--- src/rtl/imm_gen_pipe.sv ---
// imm_gen_pipe: pipelined RV immediate generator, valid/ready on both sides.
// Decode is combinational at the input; the last of PIPE_DEPTH stages drives the outputs.
module imm_gen_pipe #(
   parameter int XLEN       = 32,
   parameter int PIPE_DEPTH = 1
) (
   input  logic            clk,
   input  logic            rst,
   input  logic            in_valid,
   output logic            in_ready,
   input  logic [31:0]     instr,
   input  logic            unsigned_en,
   output logic            out_valid,
   input  logic            out_ready,
   output logic [XLEN-1:0] imm_out,
   output logic [2:0]      fmt,
   output logic            illegal
);

   if (XLEN != 32 && XLEN != 64) begin : g_bad_xlen
      $fatal(1, "imm_gen_pipe: XLEN must be 32 or 64");
   end
   if (PIPE_DEPTH != 1 && PIPE_DEPTH != 2) begin : g_bad_depth
      $fatal(1, "imm_gen_pipe: PIPE_DEPTH must be 1 or 2");
   end

   localparam logic [2:0] FMT_NONE  = 3'd0;
   localparam logic [2:0] FMT_I     = 3'd1;
   localparam logic [2:0] FMT_S     = 3'd2;
   localparam logic [2:0] FMT_B     = 3'd3;
   localparam logic [2:0] FMT_U     = 3'd4;
   localparam logic [2:0] FMT_J     = 3'd5;
   localparam logic [2:0] FMT_SHAMT = 3'd6;
   localparam int         SH_W      = (XLEN == 64) ? 6 : 5;

   typedef struct packed {
      logic [XLEN-1:0] imm;
      logic [2:0]      fmt;
      logic            illegal;
   } stage_t;

   function automatic logic [XLEN-1:0] sext(input logic [31:0] v);
      return XLEN'($signed(v));
   endfunction

   logic [6:0]  opcode;
   logic [2:0]  funct3;
   logic        is_opimm;
   logic        is_shift;
   logic        is_ilike;
   logic        is_jalr;
   logic        is_store;
   logic        is_branch;
   logic        is_upper;
   logic        is_jal;
   logic [31:0] i_s;
   logic [31:0] i_u;
   logic [31:0] s_s;
   logic [31:0] b_s;
   logic [31:0] u_s;
   logic [31:0] j_s;
   logic [XLEN-1:0] sh;
   stage_t      dec;

   assign opcode    = instr[6:0];
   assign funct3    = instr[14:12];
   assign is_opimm  = (opcode == 7'b0010011);
   assign is_shift  = is_opimm && (funct3 == 3'b001 || funct3 == 3'b101);
   assign is_ilike  = (is_opimm && !is_shift) || (opcode == 7'b0000011);
   assign is_jalr   = (opcode == 7'b1100111);
   assign is_store  = (opcode == 7'b0100011);
   assign is_branch = (opcode == 7'b1100011);
   assign is_upper  = (opcode == 7'b0110111) || (opcode == 7'b0010111);
   assign is_jal    = (opcode == 7'b1101111);

   assign i_s = {{20{instr[31]}}, instr[31:20]};
   assign i_u = {20'b0, instr[31:20]};
   assign s_s = {{20{instr[31]}}, instr[31:25], instr[11:7]};
   assign b_s = {{20{instr[31]}}, instr[7], instr[30:25],
                 instr[11:8], 1'b0};
   assign u_s = {instr[31:12], 12'b0};
   assign j_s = {{12{instr[31]}}, instr[19:12], instr[20],
                 instr[30:21], 1'b0};
   // funct7/funct6 sit above the shamt field and are dropped here
   assign sh  = {{(XLEN-SH_W){1'b0}}, instr[20 +: SH_W]};

   always_comb begin
      dec = '0;
      unique case (1'b1)
         is_shift: begin
            dec.imm = sh;
            dec.fmt = FMT_SHAMT;
         end
         is_ilike: begin
            dec.imm = unsigned_en ? XLEN'(i_u) : sext(i_s);
            dec.fmt = FMT_I;
         end
         is_jalr: begin
            dec.imm = sext(i_s);
            dec.fmt = FMT_I;
         end
         is_store: begin
            dec.imm = sext(s_s);
            dec.fmt = FMT_S;
         end
         is_branch: begin
            dec.imm = sext(b_s);
            dec.fmt = FMT_B;
         end
         is_upper: begin
            dec.imm = sext(u_s);
            dec.fmt = FMT_U;
         end
         is_jal: begin
            dec.imm = sext(j_s);
            dec.fmt = FMT_J;
         end
         default: begin
            dec.fmt     = FMT_NONE;
            dec.illegal = 1'b1;
         end
      endcase
   end

   stage_t s0;
   stage_t s_last;
   logic   v0;
   logic   go0;
   logic   v_last;

   always_ff @(posedge clk or posedge rst) begin
      if (rst) begin
         v0 <= 1'b0;
         s0 <= '0;
      end else if (go0) begin
         v0 <= in_valid;
         if (in_valid) s0 <= dec;
      end
   end

   if (PIPE_DEPTH == 1) begin : g_d1
      assign go0    = !v0 || out_ready;
      assign v_last = v0;
      assign s_last = s0;
   end else begin : g_d2
      stage_t s1;
      logic   v1;
      logic   go1;

      assign go1 = !v1 || out_ready;
      assign go0 = !v0 || go1;

      always_ff @(posedge clk or posedge rst) begin
         if (rst) begin
            v1 <= 1'b0;
            s1 <= '0;
         end else if (go1) begin
            v1 <= v0;
            if (v0) s1 <= s0;
         end
      end

      assign v_last = v1;
      assign s_last = s1;
   end

   assign in_ready  = go0;
   assign out_valid = v_last;
   assign imm_out   = s_last.imm;
   assign fmt       = s_last.fmt;
   assign illegal   = s_last.illegal;

endmodule

--- config.mk ---
export PLATFORM = sky130hd
export DESIGN_NAME = imm_gen_pipe
export DESIGN_NICKNAME = d
export VERILOG_FILES = /design/src/rtl/imm_gen_pipe.sv
export SDC_FILE = /design/constraint.sdc
export NUM_CORES = 1
export LEC_CHECK = 0
export ABC_AREA = 1
export BUFFER_PORTS_ARGS = -buffer_cell sky130_fd_sc_hd__buf_2
export CORE_MARGIN = 2
export CORE_UTILIZATION = 40
export CTS_CLUSTER_DIAMETER = 100
export DETAILED_ROUTE_END_ITERATION = 12
export GPL_ROUTABILITY_DRIVEN = 0
export PLACE_DENSITY = 0.69
export SLEW_MARGIN = 20
export SYNTH_ARGS = -nofsm -noshare
export SYNTH_HDL_FRONTEND = slang
export SYNTH_SLANG_ARGS = --single-unit
export TNS_END_PERCENT = 5
--- constraint.sdc ---
create_clock -name clk -period 1.1 [get_ports clk]
set_input_delay 0.11 -clock clk [delete_from_list [all_inputs] [get_ports clk]]
set_output_delay 0.11 -clock clk [all_outputs]
set_load 0.005 [all_outputs]
== After elaboration in Yosys (flattened, before gate mapping) ==
Cells that the tools add are included.
Operators by class
  muxes and demuxes: 4
  reductions and logical operators: 11
  eq/ne operators: 10
Operators with widths (number)
  32-bit case mux with 7 select lines: 1
  32-bit 2-to-1 mux: 1
  7-bit equality test (second input constant): 3
  3-bit case mux with 6 select lines: 1
  7-bit by 5-bit equality test with 1-bit output (second input constant): 2
  7-bit by 6-bit equality test with 1-bit output (second input constant): 2
  7-bit by 2-bit equality test with 1-bit output (second input constant): 1
  7-bit OR reduction: 1
  1-bit logical OR: 4
  3-bit by 1-bit equality test with 1-bit output (second input constant): 1
  3-bit equality test (second input constant): 1
  1-bit logical AND: 2
  1-bit logical NOT: 2
  2-bit AND reduction: 1
  2-bit OR reduction: 1
  1-bit 2-to-1 mux: 1
Word-level totals
  register bits: 37

== Logic depth before layout (Yosys ltp) ==
Gate-level depths: netlist (run 1).
  word-level depth: 8
  mapped depth: 10
  gate-level depth less buffers: 10

== Worst setup path before layout (run 1) ==
Ideal clock, no wire load.
  path type: reg-to-reg
  start point: register v0 (netlist: out_valid)
  end point: register s0, in the netlist fmt[0]
  data required time: 1.034 ns
  stages on the path, launching flop included: 7
  setup time: 0.066 ns
  arrival time: 1.088 ns
  path buffers: 2
  period minus slack after synthesis: 1.153 ns
  setup slack: -0.053 ns
  cell sequence: dfrtp_1 -> nand2_1 -> nand2_1 -> buf_2 -> clkbuf_1 -> nand2_1 -> nand2_1
Between the ends
  cells in the longest elaborated chain, start to end: 3
Ends and longest elaborated chain
  start: declaration: RTL line 127  | logic v0;
  start signal: assignment: RTL line 136  | v0 <= in_valid;
  1-bit logical NOT: RTL line 142  | assign go0 = !v0 || out_ready;
  1-bit logical OR: RTL line 142
  via in_ready: RTL line 10  | output logic in_ready,
  2-bit AND reduction (no line)
  end signal: assignment: RTL line 134  | s0 <= '0;
  end signal: assignment: RTL line 137  | if (in_valid) s0 <= dec;
  end: declaration: RTL line 125  | stage_t s0;
The timed path passes the listed nets, and every way through them passes these cells.
A chain may end at the register's enable or synchronous reset.

== Worst setup path after layout (run 1) ==
  start point: register v0 (netlist: out_valid)
  end point: output port in_ready
Between the ends
  cells in the longest elaborated chain, start to end: 2
Ends and longest elaborated chain (RTL line)
  1-bit logical NOT: 142
  1-bit logical OR: 142
  end: declaration: 10
No other way between the ends.

==> results_dict.tcl, run 1 <==
set metrics [dict create \
    die-width_um 77.7 \
    place_worst_setup_slack_ps -227 \
    status "finished, final reports clean" \
    sw_frac_of_total 0.273 \
    timing.final.setup_violations 0 \
    power_frac_seq 0.503 \
    finClkSkew_ps 6.24 \
    power.leakage_uw 0.00185 \
    global_route_wire_length_before_repair_um 9920 \
    design_area_mm2 0.00301 \
    first_global_vias 2242 \
    maxCapViolations 0 \
    worstSetupEndpointType "output port" \
    drt-vias-per-instance 4.89 \
    critical_path.startpoint_type "flop" \
    maxSlewHeadroom 0.789 \
    clk_transition_reported_paths_ps 70 \
    fmax_mhz 954 \
    crit_fanout 2 \
    final_cells 484 \
    layout.nets 450 \
    reg2regPathDepth 6 \
    power.share.clock 0.321 \
    design.die.area_mm2 0.00604 \
    vdd.ir_drop.worst_mv 0.542 \
    vias 2368 \
    cp-startpoint "out_valid$_DFFE_PP0N_" \
    worst_slew_pin_slew_ps 315 \
    n_fill_cell 483 \
    drt_wl_total_um 5800 \
    mappedNetlistArea_mm2 0.00217 \
    yosysWarnings 0 \
    combined_global_route_utilization_of_all_metal_layers 0.203 \
    cts-buffers-inserted 5 \
    placed_cells_incl_taps 474 \
    clock_tree.root_cell "sky130_fd_sc_hd__clkbuf_8" \
    maximum_number_of_pins_on_one_net_before_global_route_repair 38 \
    worstSetupEndpoint "in_ready" \
    synth-edff-count 0 \
    synth_cells 309 \
    minimum_clock_period_ps 1050 \
    reg2reg_slack_ps 70 \
    comb_pwr_share 0.177 \
    routed_wire_length_per_instance_um 12.0 \
    synth-async-reset-ratio 1.00 \
    drive_gt1_frac 0.336 \
    first_pass_iters 4 \
    cts_num_sinks 37 \
    synth_sequential_area_ratio 0.426 \
    clkLatencyLatePin_ps 290 \
    place_hpwl_um 4440 \
    synth.net_count 346 \
    worst-endpoint-arrival_ps 940 \
    power_density_cells_mw_per_mm2 943 \
    start_util 0.420 \
    max_incr_delay_on_cp_ps 360 \
    h-tree-depth 2 \
    switchingPower_uw 775 \
    antennaDiodeCount 0 \
    cts_tree "yes" \
    boundaryPins 75 \
    setup_ws_ps 51.8 \
    grt_setup_unrepaired "yes" \
    yosysTopAreaCell "sky130_fd_sc_hd__dfrtp_1" \
    drtIter0Drc 127 \
    worstPathRequired_ps 990 \
    reg2reg_to "imm_out[12]$_DFFE_PP0P_" \
    relative_area_change_from_synthesis_to_final_layout_pct 38.5 \
    synth_area_per_cell_um2 7.03 \
    internal_power_contribution_uw 2060 \
    synth_top_area_share 0.426 \
    overflow 0 \
    ys.flop_type "sky130_fd_sc_hd__dfrtp_1" \
    timing.hold.ws_ps 79.5 \
    floorplan.rows 26 \
    portBuffers 74 \
    finalCritPeriodShare 0.953 \
    timing.final.hold_violations 0 \
    critical_path_cell_list "nand2_2 -> buf_4 -> buf_6" \
    critical_path.slowest_cell "sky130_fd_sc_hd__dfrtp_1" \
    netlist_top_cells_area "sky130_fd_sc_hd__dfrtp_1 43%, sky130_fd_sc_hd__nand2_1 18%, sky130_fd_sc_hd__nand3_1 18%, sky130_fd_sc_hd__o21ai_1 4.6%, sky130_fd_sc_hd__inv_1 2.4%" \
    postSynthRegisterBits 37 \
    grt_antenna_before_repair 0 \
    die-height_um 77.7 \
    core-area_mm2 0.00517 \
    regToRegStartpoint "out_valid$_DFFE_PP0N_" \
    place_area_mm2 0.00289 \
    drt_drc_violations_left 0 \
    final-max-slew-violation-count 0 \
    synth_cell_type_count 20 \
    clk_path_buf_depth 2 \
    holdCritPathClass "in -> reg" \
    report.power.total_uw 2840 \
    path_type_of_the_worst_setup_path "reg -> out" \
    final_antenna_net_count 0 \
]
-- repair_timing --
| item | CTS | global route |
|---|---|---|
| pin swaps | 0 | 1 |
| setup buffers | 1 | 0 |
| endpoints found under the setup margin | 21 | 38 |
| hold buffers | 1 | 0 |
| hold endpoints to repair | 37 | 0 |
| resized for setup | 1 | 6 |
-- power groups by stage --
stage / clock network [uW] / logic, uW / registers, uW
after CTS: 946 / 495 / 1430
after detailed placement: 0 / 484 / 1450
after floorplan: 0 / 215 / 1460
after global routing: 1010 / 558 / 1430
final: 910 / 501 / 1430
after global placement: 0 / 480 / 1450
-- synth_stat cells, types with 2 or more instances --
library cell / instances
sky130_fd_sc_hd__nand4_1: 5
sky130_fd_sc_hd__inv_2: 3
sky130_fd_sc_hd__o21ai_1: 20
sky130_fd_sc_hd__nor2_2: 2
sky130_fd_sc_hd__buf_2: 9
sky130_fd_sc_hd__buf_6: 2
sky130_fd_sc_hd__inv_1: 14
sky130_fd_sc_hd__nor2_1: 8
sky130_fd_sc_hd__nand3_1: 80
sky130_fd_sc_hd__nand2_1: 107
sky130_fd_sc_hd__nor2_8: 2
sky130_fd_sc_hd__dfrtp_1: 37
sky130_fd_sc_hd__o21ai_0: 5
sky130_fd_sc_hd__buf_1: 2
sky130_fd_sc_hd__clkbuf_1: 6
sky130_fd_sc_hd__nand2_2: 3
-- cells in the final DEF, fill, tap and decap left out --
| master | netlist | routed |
|---|---|---|
| sky130_fd_sc_hd__nor3_1 | 1 | 1 |
| sky130_fd_sc_hd__clkinv_2 | 0 | 3 |
| sky130_fd_sc_hd__nand2_1 | 107 | 104 |
| sky130_fd_sc_hd__nand3_1 | 80 | 80 |
| sky130_fd_sc_hd__buf_2 | 9 | 73 |
| sky130_fd_sc_hd__dlygate4sd3_1 | 0 | 1 |
| sky130_fd_sc_hd__clkbuf_8 | 0 | 5 |
| sky130_fd_sc_hd__o21ai_0 | 5 | 5 |
| sky130_fd_sc_hd__inv_1 | 14 | 13 |
| sky130_fd_sc_hd__nand2_2 | 3 | 6 |
| sky130_fd_sc_hd__inv_2 | 3 | 4 |
| sky130_fd_sc_hd__nor2_4 | 1 | 1 |
| sky130_fd_sc_hd__nor2_1 | 8 | 8 |
| sky130_fd_sc_hd__o21ai_2 | 0 | 1 |
| sky130_fd_sc_hd__a21oi_1 | 1 | 1 |
| sky130_fd_sc_hd__buf_4 | 0 | 35 |
| sky130_fd_sc_hd__o21ai_1 | 20 | 19 |
| sky130_fd_sc_hd__clkbuf_1 | 6 | 1 |
| sky130_fd_sc_hd__nor2_2 | 2 | 2 |
| sky130_fd_sc_hd__buf_12 | 0 | 4 |
| sky130_fd_sc_hd__nand4_1 | 5 | 5 |
| sky130_fd_sc_hd__dfrtp_1 | 37 | 37 |
| sky130_fd_sc_hd__nor2_8 | 2 | 2 |
| sky130_fd_sc_hd__buf_6 | 2 | 3 |
-- routing by layer --
layer  vias to the layer above  global-route usage  part of all wire
met5                         -                   0                 0
met4                         0              0.0804             0.019
met3                         9              0.0360             0.053
met2                        73               0.317              0.45
met1                      1058               0.279              0.48
li1                       1228                   -                 -
-- stage by stage --
step / util / setup TNS [ps]
2_1_floorplan: - / 0
3_3_place_gp: 0.558 / -4910
3_5_place_dp: 0.558 / -5830
4_1_cts: 0.578 / 0
5_1_grt: 0.582 / -58.3
6_report: 0.582 / 0
-- critical path, delay by kind of cell (launching register included) --
family	cells	cell delay, ps
and+or+nand+nor	1	60
DFF	1	360
buffers and inverters	2	240
-- state kept, by name, indices dropped and copies added, names as in the netlist --
signal / cells
illegal: 1
out_valid: 1
fmt: 3
imm_out: 32
-- cell type report --
class | count | area (um2) | area share
repair buffers | 116 | 752 | 0.250
flip-flops and latches | 37 | 926 | 0.308
well taps | 70 | 87.6 | 0.0291
clock inverters | 2 | 10.0 | 0.00333
clock buffers | 6 | 72.6 | 0.0241
inverters | 18 | 68.8 | 0.0229
multi-input cells | 235 | 1090 | 0.363
-- cell families (layout without fill, tap and decap cells) --
kind of cell,Yosys count,after routing,share of synthesized area
buffers and inverters,37,142,0.0760
DFF,37,37,0.426
AOI/OAI and AO/OA,26,26,0.0599
and+or+nand+nor,209,209,0.438
-- how the worst min path moves through the flow --
| stage | depth (start not counted) | slack [ps] | endpoint | from |
|---|---|---|---|---|
| 6_report | 3 | 80 | imm_out[5]$_DFFE_PP0P_ | instr[25] |
| 4_1_cts | 3 | 70 | imm_out[5]$_DFFE_PP0P_ | instr[25] |
| 2_1_floorplan | 2 | 250 | imm_out[10]$_DFFE_PP0P_ | instr[30] |
| 3_3_place_gp | 3 | 170 | imm_out[31]$_DFFE_PP0P_ | rst |
| 3_5_place_dp | 3 | 170 | imm_out[31]$_DFFE_PP0P_ | rst |
| 5_1_grt | 3 | 100 | imm_out[7]$_DFFE_PP0P_ | instr[27] |
Power figures use the tool's default switching activity.
==> run 2, diff against run 1 <==
- PLACE_DENSITY: 0.69 -> 0.66
- clock period: 1.1 -> 1 ns (I/O delays scaled with it)
==> run 2 against run 1 <==
  * The run now ends with setup timing left
  * Via count increased by 4.0%
  * Core utilization increased by 1.5 points
  * First-iteration DRC count increased by 44%
  * Die area unchanged
  * Critical path depth unchanged
  * Largest cell class unchanged
==> results_dict.tcl, run 2 (synthesis results as in run 1) <==
set metrics [dict create \
    layout_commonest_cell "sky130_fd_sc_hd__nand2_1" \
    n_fill_cell 494 \
    finClkSkew_ps 6.38 \
    antennaDiodeCount 0 \
    die-width_um 77.7 \
    largest_reg_flops 32 \
    worst-endpoint-arrival_ps 970 \
    comb_pwr_share 0.171 \
    die-height_um 77.7 \
    combined_global_route_utilization_of_all_metal_layers 0.215 \
    hold-path-cell-count 3 \
    globalRouteMet1Util 0.281 \
    final-max-slew-violation-count 0 \
    status "finished with violations" \
    layout_common_cells "103 x sky130_fd_sc_hd__nand2_1, 79 x sky130_fd_sc_hd__nand3_1, 73 x sky130_fd_sc_hd__buf_2" \
    drtIter0Drc 183 \
    power.leakage_uw 0.00186 \
    floorplan.rows 26 \
    path_type_of_the_worst_setup_path "reg -> out" \
    setup_ws_ps -70.5 \
    worstSetupEndpointType "output port" \
    drt_drc_violations_left 0 \
    finalCritPeriodShare 1.07 \
    cts_tree "yes" \
    maximum_number_of_pins_on_one_net_before_global_route_repair 38 \
    boundaryPins 75 \
    overflow 0 \
    switchingPower_uw 959 \
    relative_area_change_from_synthesis_to_final_layout_pct 42.1 \
    sw_frac_of_total 0.268 \
    design.die.area_mm2 0.00604 \
    global_route_wire_length_before_repair_um 10300 \
    critical_path_cell_list "nand2_2 -> buf_6 -> buf_6" \
    worstPathRequired_ps 900 \
    drive_gt1_frac 0.359 \
    grt.met2_usage 0.350 \
    vias 2463 \
    reg2regPathDepth 6 \
    max_incr_delay_on_cp_ps 390 \
    cts_num_sinks 37 \
    maxSlewHeadroom 0.786 \
    critical_path.startpoint_type "flop" \
    grt_setup_unrepaired "yes" \
    drt-vias-per-instance 5.16 \
    timing.final.hold_violations 0 \
    power_density_cells_mw_per_mm2 1160 \
    report.power.total_uw 3580 \
    layout.nets 443 \
    grt.met3_usage 0.0419 \
    placed_cells_incl_taps 463 \
    gr-max-usage-layer "met2" \
    critical_path.slowest_cell "sky130_fd_sc_hd__dfrtp_1" \
    power_frac_seq 0.439 \
    internal_power_contribution_uw 2620 \
    fmax_mhz 934 \
    crit_fanout 2 \
    first_pass_iters 4 \
    clk_transition_reported_paths_ps 80 \
    violations "setup timing" \
    clk_path_buf_depth 2 \
    crit_path_most_repeated_cell "sky130_fd_sc_hd__buf_6" \
    timing.final.setup_violations 16 \
    routed_wire_length_per_instance_um 14.1 \
    portBuffers 74 \
    worst_slew_pin_slew_ps 319 \
    vdd.ir_drop.worst_mv 0.553 \
    drt_wl_total_um 6730 \
    holdCritPathClass "in -> reg" \
    first_global_vias 2248 \
    maxCapViolations 0 \
    clkLatencyLatePin_ps 290 \
    grt_antenna_before_repair 0 \
    start_util 0.420 \
    core-area_mm2 0.00517 \
    final_cells 477 \
    h-tree-depth 2 \
    place_hpwl_um 4530 \
    minimum_clock_period_ps 1070 \
    cts-buffers-inserted 5 \
    clock_tree.root_cell "sky130_fd_sc_hd__clkbuf_8" \
    final_antenna_net_count 0 \
    power.share.clock 0.390 \
]
[run 2: final timing paths]
| check | start | endpoint | slack, ps |
|---|---|---|---|
| max in group asynchronous | rst | imm_out[16]$_DFFE_PP0P_ | 420 |
| min in group asynchronous | rst | imm_out[3]$_DFFE_PP0P_ | 390 |
| setup reg to reg | out_valid$_DFFE_PP0N_ | fmt[1]$_DFFE_PP0P_ | -40 |
| hold / removal | instr[26] | imm_out[6]$_DFFE_PP0P_ | 50 |
| hold reg to reg | imm_out[3]$_DFFE_PP0P_ | imm_out[3]$_DFFE_PP0P_ | 480 |
| setup / recovery | out_valid$_DFFE_PP0N_ | in_ready | -70 |
[run 2: layout make-up]
| type | count | area, um2 | share of cell area |
|---|---|---|---|
| multi-input cells | 235 | 1150 | 0.374 |
| repair buffers | 109 | 722 | 0.234 |
| inverters | 18 | 75.1 | 0.0243 |
| flip-flops and latches | 37 | 926 | 0.300 |
| clock buffers | 6 | 82.6 | 0.0268 |
| well taps | 70 | 87.6 | 0.0284 |
| clock inverters | 2 | 37.5 | 0.0122 |
[run 2: critical path, delay by kind of cell (launching register included)]
kind	cells	cell delay, ps
buffers and inverters	2	190
flip-flops	1	390
AND/OR/NAND/NOR	1	100
[run 2: power groups by stage]
stage / clock network, uW / logic [uW] / registers [uW]
finish: 1400 / 614 / 1570
detailed placement: 0 / 523 / 1600
CTS: 1400 / 541 / 1570
global placement: 0 / 517 / 1600
global route: 1480 / 670 / 1580
floorplan: 0 / 261 / 1600
[run 2: metrics by stage]
step	setup TNS [ps]	hold slack [ps]	setup WS (ps)	cell area, um2	util
finish	-285	49.7	-70.5	3090	0.597
detailed placement	-6560	167	-266	2810	0.543
global placement	-5700	160	-222	2810	0.543
CTS	-990	50.4	-54.2	2960	0.572
global route	-2410	56.0	-144	3090	0.597
floorplan	-869	238	-27.0	2240	-
[run 2: metal layers]
layer / wire, um / part of all wire / vias to the layer above
met5: 0 / 0 / -
met4: 123 / 0.018 / 0
met3: 412 / 0.061 / 9
met2: 3330 / 0.50 / 87
met1: 2860 / 0.43 / 1154
li1: - / - / 1213
[run 2: repair_timing]
item / in CTS / in global routing
setup endpoints to repair: 31 / 38
hold endpoints to repair: 37 / 0
pin swaps: 1 / 4
hold buffers: 1 / 0
gates cloned: 0 / 3
gates resized for setup: 4 / 17
buffers inserted: 1 / 1
==> run 3, diff against run 2 <==
- clock period: 1 -> 1.4 ns (I/O delays scaled with it)
==> run 3 against run 2 <==
  * Critical path type is now reg -> reg
  * Critical endpoint is now imm_out[11]$_DFFE_PP0P_
  * Via count fell by 6.2%
  * Cell area fell by 11%
  * Count of clock-buffer cells in the layout did not move
  * Flip-flop and latch count did not move
  * Register-to-register slack improved by 190 ps
  * Final cell count fell by 3.4%
  * The run now ends clean
  * Clock skew fell by 2.4 ps
  * Largest power group unchanged
  * Global-route usage fell by 1.0 points
==> results_dict.tcl, run 3 (synthesis results as in run 1) <==
set metrics [dict create \
    worstSetupEndpointType "flop" \
    holdCritPathClass "in -> reg" \
    crit_fanout 30 \
    cts_tree "yes" \
    maxSlewHeadroom 0.592 \
    relative_area_change_from_synthesis_to_final_layout_pct 27.1 \
    drtIter0Drc 153 \
    critPathBufInv 2 \
    n_fill_cell 516 \
    drt-vias-per-instance 5.01 \
    drt_drc_violations_left 0 \
    clk_transition_reported_paths_ps 70 \
    cts_num_sinks 37 \
    crit_cells 6 \
    die-width_um 77.7 \
    clkLatencyLatePin_ps 290 \
    design.die.area_mm2 0.00604 \
    largest_reg_flops 32 \
    overflow 0 \
    finalCritPeriodShare 0.895 \
    report.power.total_uw 2180 \
    minimum_clock_period_ps 1250 \
    core-area_mm2 0.00517 \
    critical_path.startpoint_type "flop" \
    critical_path.slowest_cell "sky130_fd_sc_hd__dfrtp_1" \
    placed_cells_incl_taps 452 \
    path_type_of_the_worst_setup_path "reg -> reg" \
    place_hpwl_um 4320 \
    timing.final.hold_violations 0 \
    max_incr_delay_on_cp_ps 390 \
    final-max-slew-violation-count 0 \
    vias 2311 \
    grt_setup_unrepaired "no" \
    start_util 0.420 \
    area.sequential_um2 926 \
    die-height_um 77.7 \
    floorplan.rows 26 \
    combined_global_route_utilization_of_all_metal_layers 0.205 \
    vdd.ir_drop.worst_mv 0.333 \
    worst-endpoint-arrival_ps 1480 \
    clk_path_buf_depth 2 \
    first_global_vias 2172 \
    post_cts_repair_setup_buffers 0 \
    critical_path_cell_list "nand2_1 -> nand2_1 -> clkinv_1 -> buf_4 -> o21ai_0 -> nand2_1" \
    final_cells 461 \
    grt_antenna_before_repair 0 \
    timing.final.setup_violations 0 \
    portBuffers 74 \
    layout.nets 427 \
    finClkSkew_ps 4.01 \
    worstPathRequired_ps 1630 \
    power.leakage_uw 0.00171 \
    reg2regPathDepth 6 \
    layout_common_cells "107 x sky130_fd_sc_hd__nand2_1, 80 x sky130_fd_sc_hd__nand3_1, 74 x sky130_fd_sc_hd__buf_2" \
    layout_commonest_cell "sky130_fd_sc_hd__nand2_1" \
    cts_resized 0 \
    power_density_cells_mw_per_mm2 789 \
    cts-buffers-inserted 5 \
    fmax_mhz 798 \
    crit_path_most_repeated_cell "sky130_fd_sc_hd__nand2_1" \
    antennaDiodeCount 0 \
    drive_gt1_frac 0.281 \
    clock_tree.root_cell "sky130_fd_sc_hd__clkbuf_8" \
    drt_wl_total_um 5890 \
    status "finished, final reports clean" \
    area_of_the_multi_input_gates_mm2 0.00108 \
    global_route_wire_length_before_repair_um 9980 \
    routed_wire_length_per_instance_um 12.8 \
    maximum_number_of_pins_on_one_net_before_global_route_repair 38 \
    worst_slew_pin_slew_ps 612 \
    cpLargestDelayFamily "flip-flops" \
    hold-path-cell-count 3 \
    boundaryPins 75 \
    first_pass_iters 5 \
    h-tree-depth 2 \
    maxCapViolations 0 \
    final_antenna_net_count 0 \
]
==> run 3: cell types whose count changed in the layout (fill, tap and decap cells not counted), sizes merged <==
cell	delta
clkinvlp	-1
clkinv	+3
bufinv	-1
buf	-14
inv	-1
clkbuf	-2
==> run 3: worst paths after layout <==
kind / slack (ps) / to / from
setup / recovery: 150 / imm_out[11]$_DFFE_PP0P_ / out_valid$_DFFE_PP0N_
hold / removal: 100 / imm_out[5]$_DFFE_PP0P_ / instr[25]
setup reg to reg: 150 / imm_out[11]$_DFFE_PP0P_ / out_valid$_DFFE_PP0N_
hold reg to reg: 470 / imm_out[3]$_DFFE_PP0P_ / imm_out[3]$_DFFE_PP0P_
max in group asynchronous: 560 / imm_out[13]$_DFFE_PP0P_ / rst
min in group asynchronous: 500 / imm_out[25]$_DFFE_PP0P_ / rst
==> run 3: report_power, final <==
group | leakage (uW) | switching, uW | total (uW) | internal, uW
Sequential | 0.000508 | 19.3 | 1120 | 1100
Clock | 0.0000450 | 376 | 721 | 345
Combinational | 0.00116 | 209 | 334 | 125
==> run 3: tightest hold or removal path, stage by stage <==
cell and delay [ps]:
sky130_fd_sc_hd__buf_2 100, sky130_fd_sc_hd__nand3_1 70, sky130_fd_sc_hd__nand2_1 50
==> run 3: area by class of cell <==
class / count / area share
inverters: 18 / 0.0245
multi-input cells: 235 / 0.392
clock buffers: 6 / 0.0263
repair buffers: 93 / 0.187
well taps: 70 / 0.0317
flip-flops and latches: 37 / 0.335
clock inverters: 2 / 0.00363
==> run 3: metal layers <==
layer  up-vias  GRT usage  wire (um)
li1       1176          -          -
met1      1036      0.278       2750
met2        88      0.329       2650
met3        11     0.0326        370
met4         0     0.0750        114
met5         -          0          0
==> run 3: per-stage QoR <==
step / TNS [ps] / util / area [um2] / setup slack (ps) / hold slack, ps
final: 0 / 0.534 / 2760 / 147 / 99.2
after global routing: 0 / 0.534 / 2760 / 10.4 / 111
after CTS: 0 / 0.534 / 2760 / 164 / 94.0
after detailed placement: -1220 / 0.516 / 2670 / -96.8 / 277
after global placement: -278 / 0.516 / 2670 / -29.3 / 270
after floorplan: 0 / - / 2170 / 247 / 278
==> run 3: what timing repair did <==
action                                  CTS  global route
endpoints found under the setup margin    0             0
hold endpoints to repair                 37             0
hold buffers                              1             0
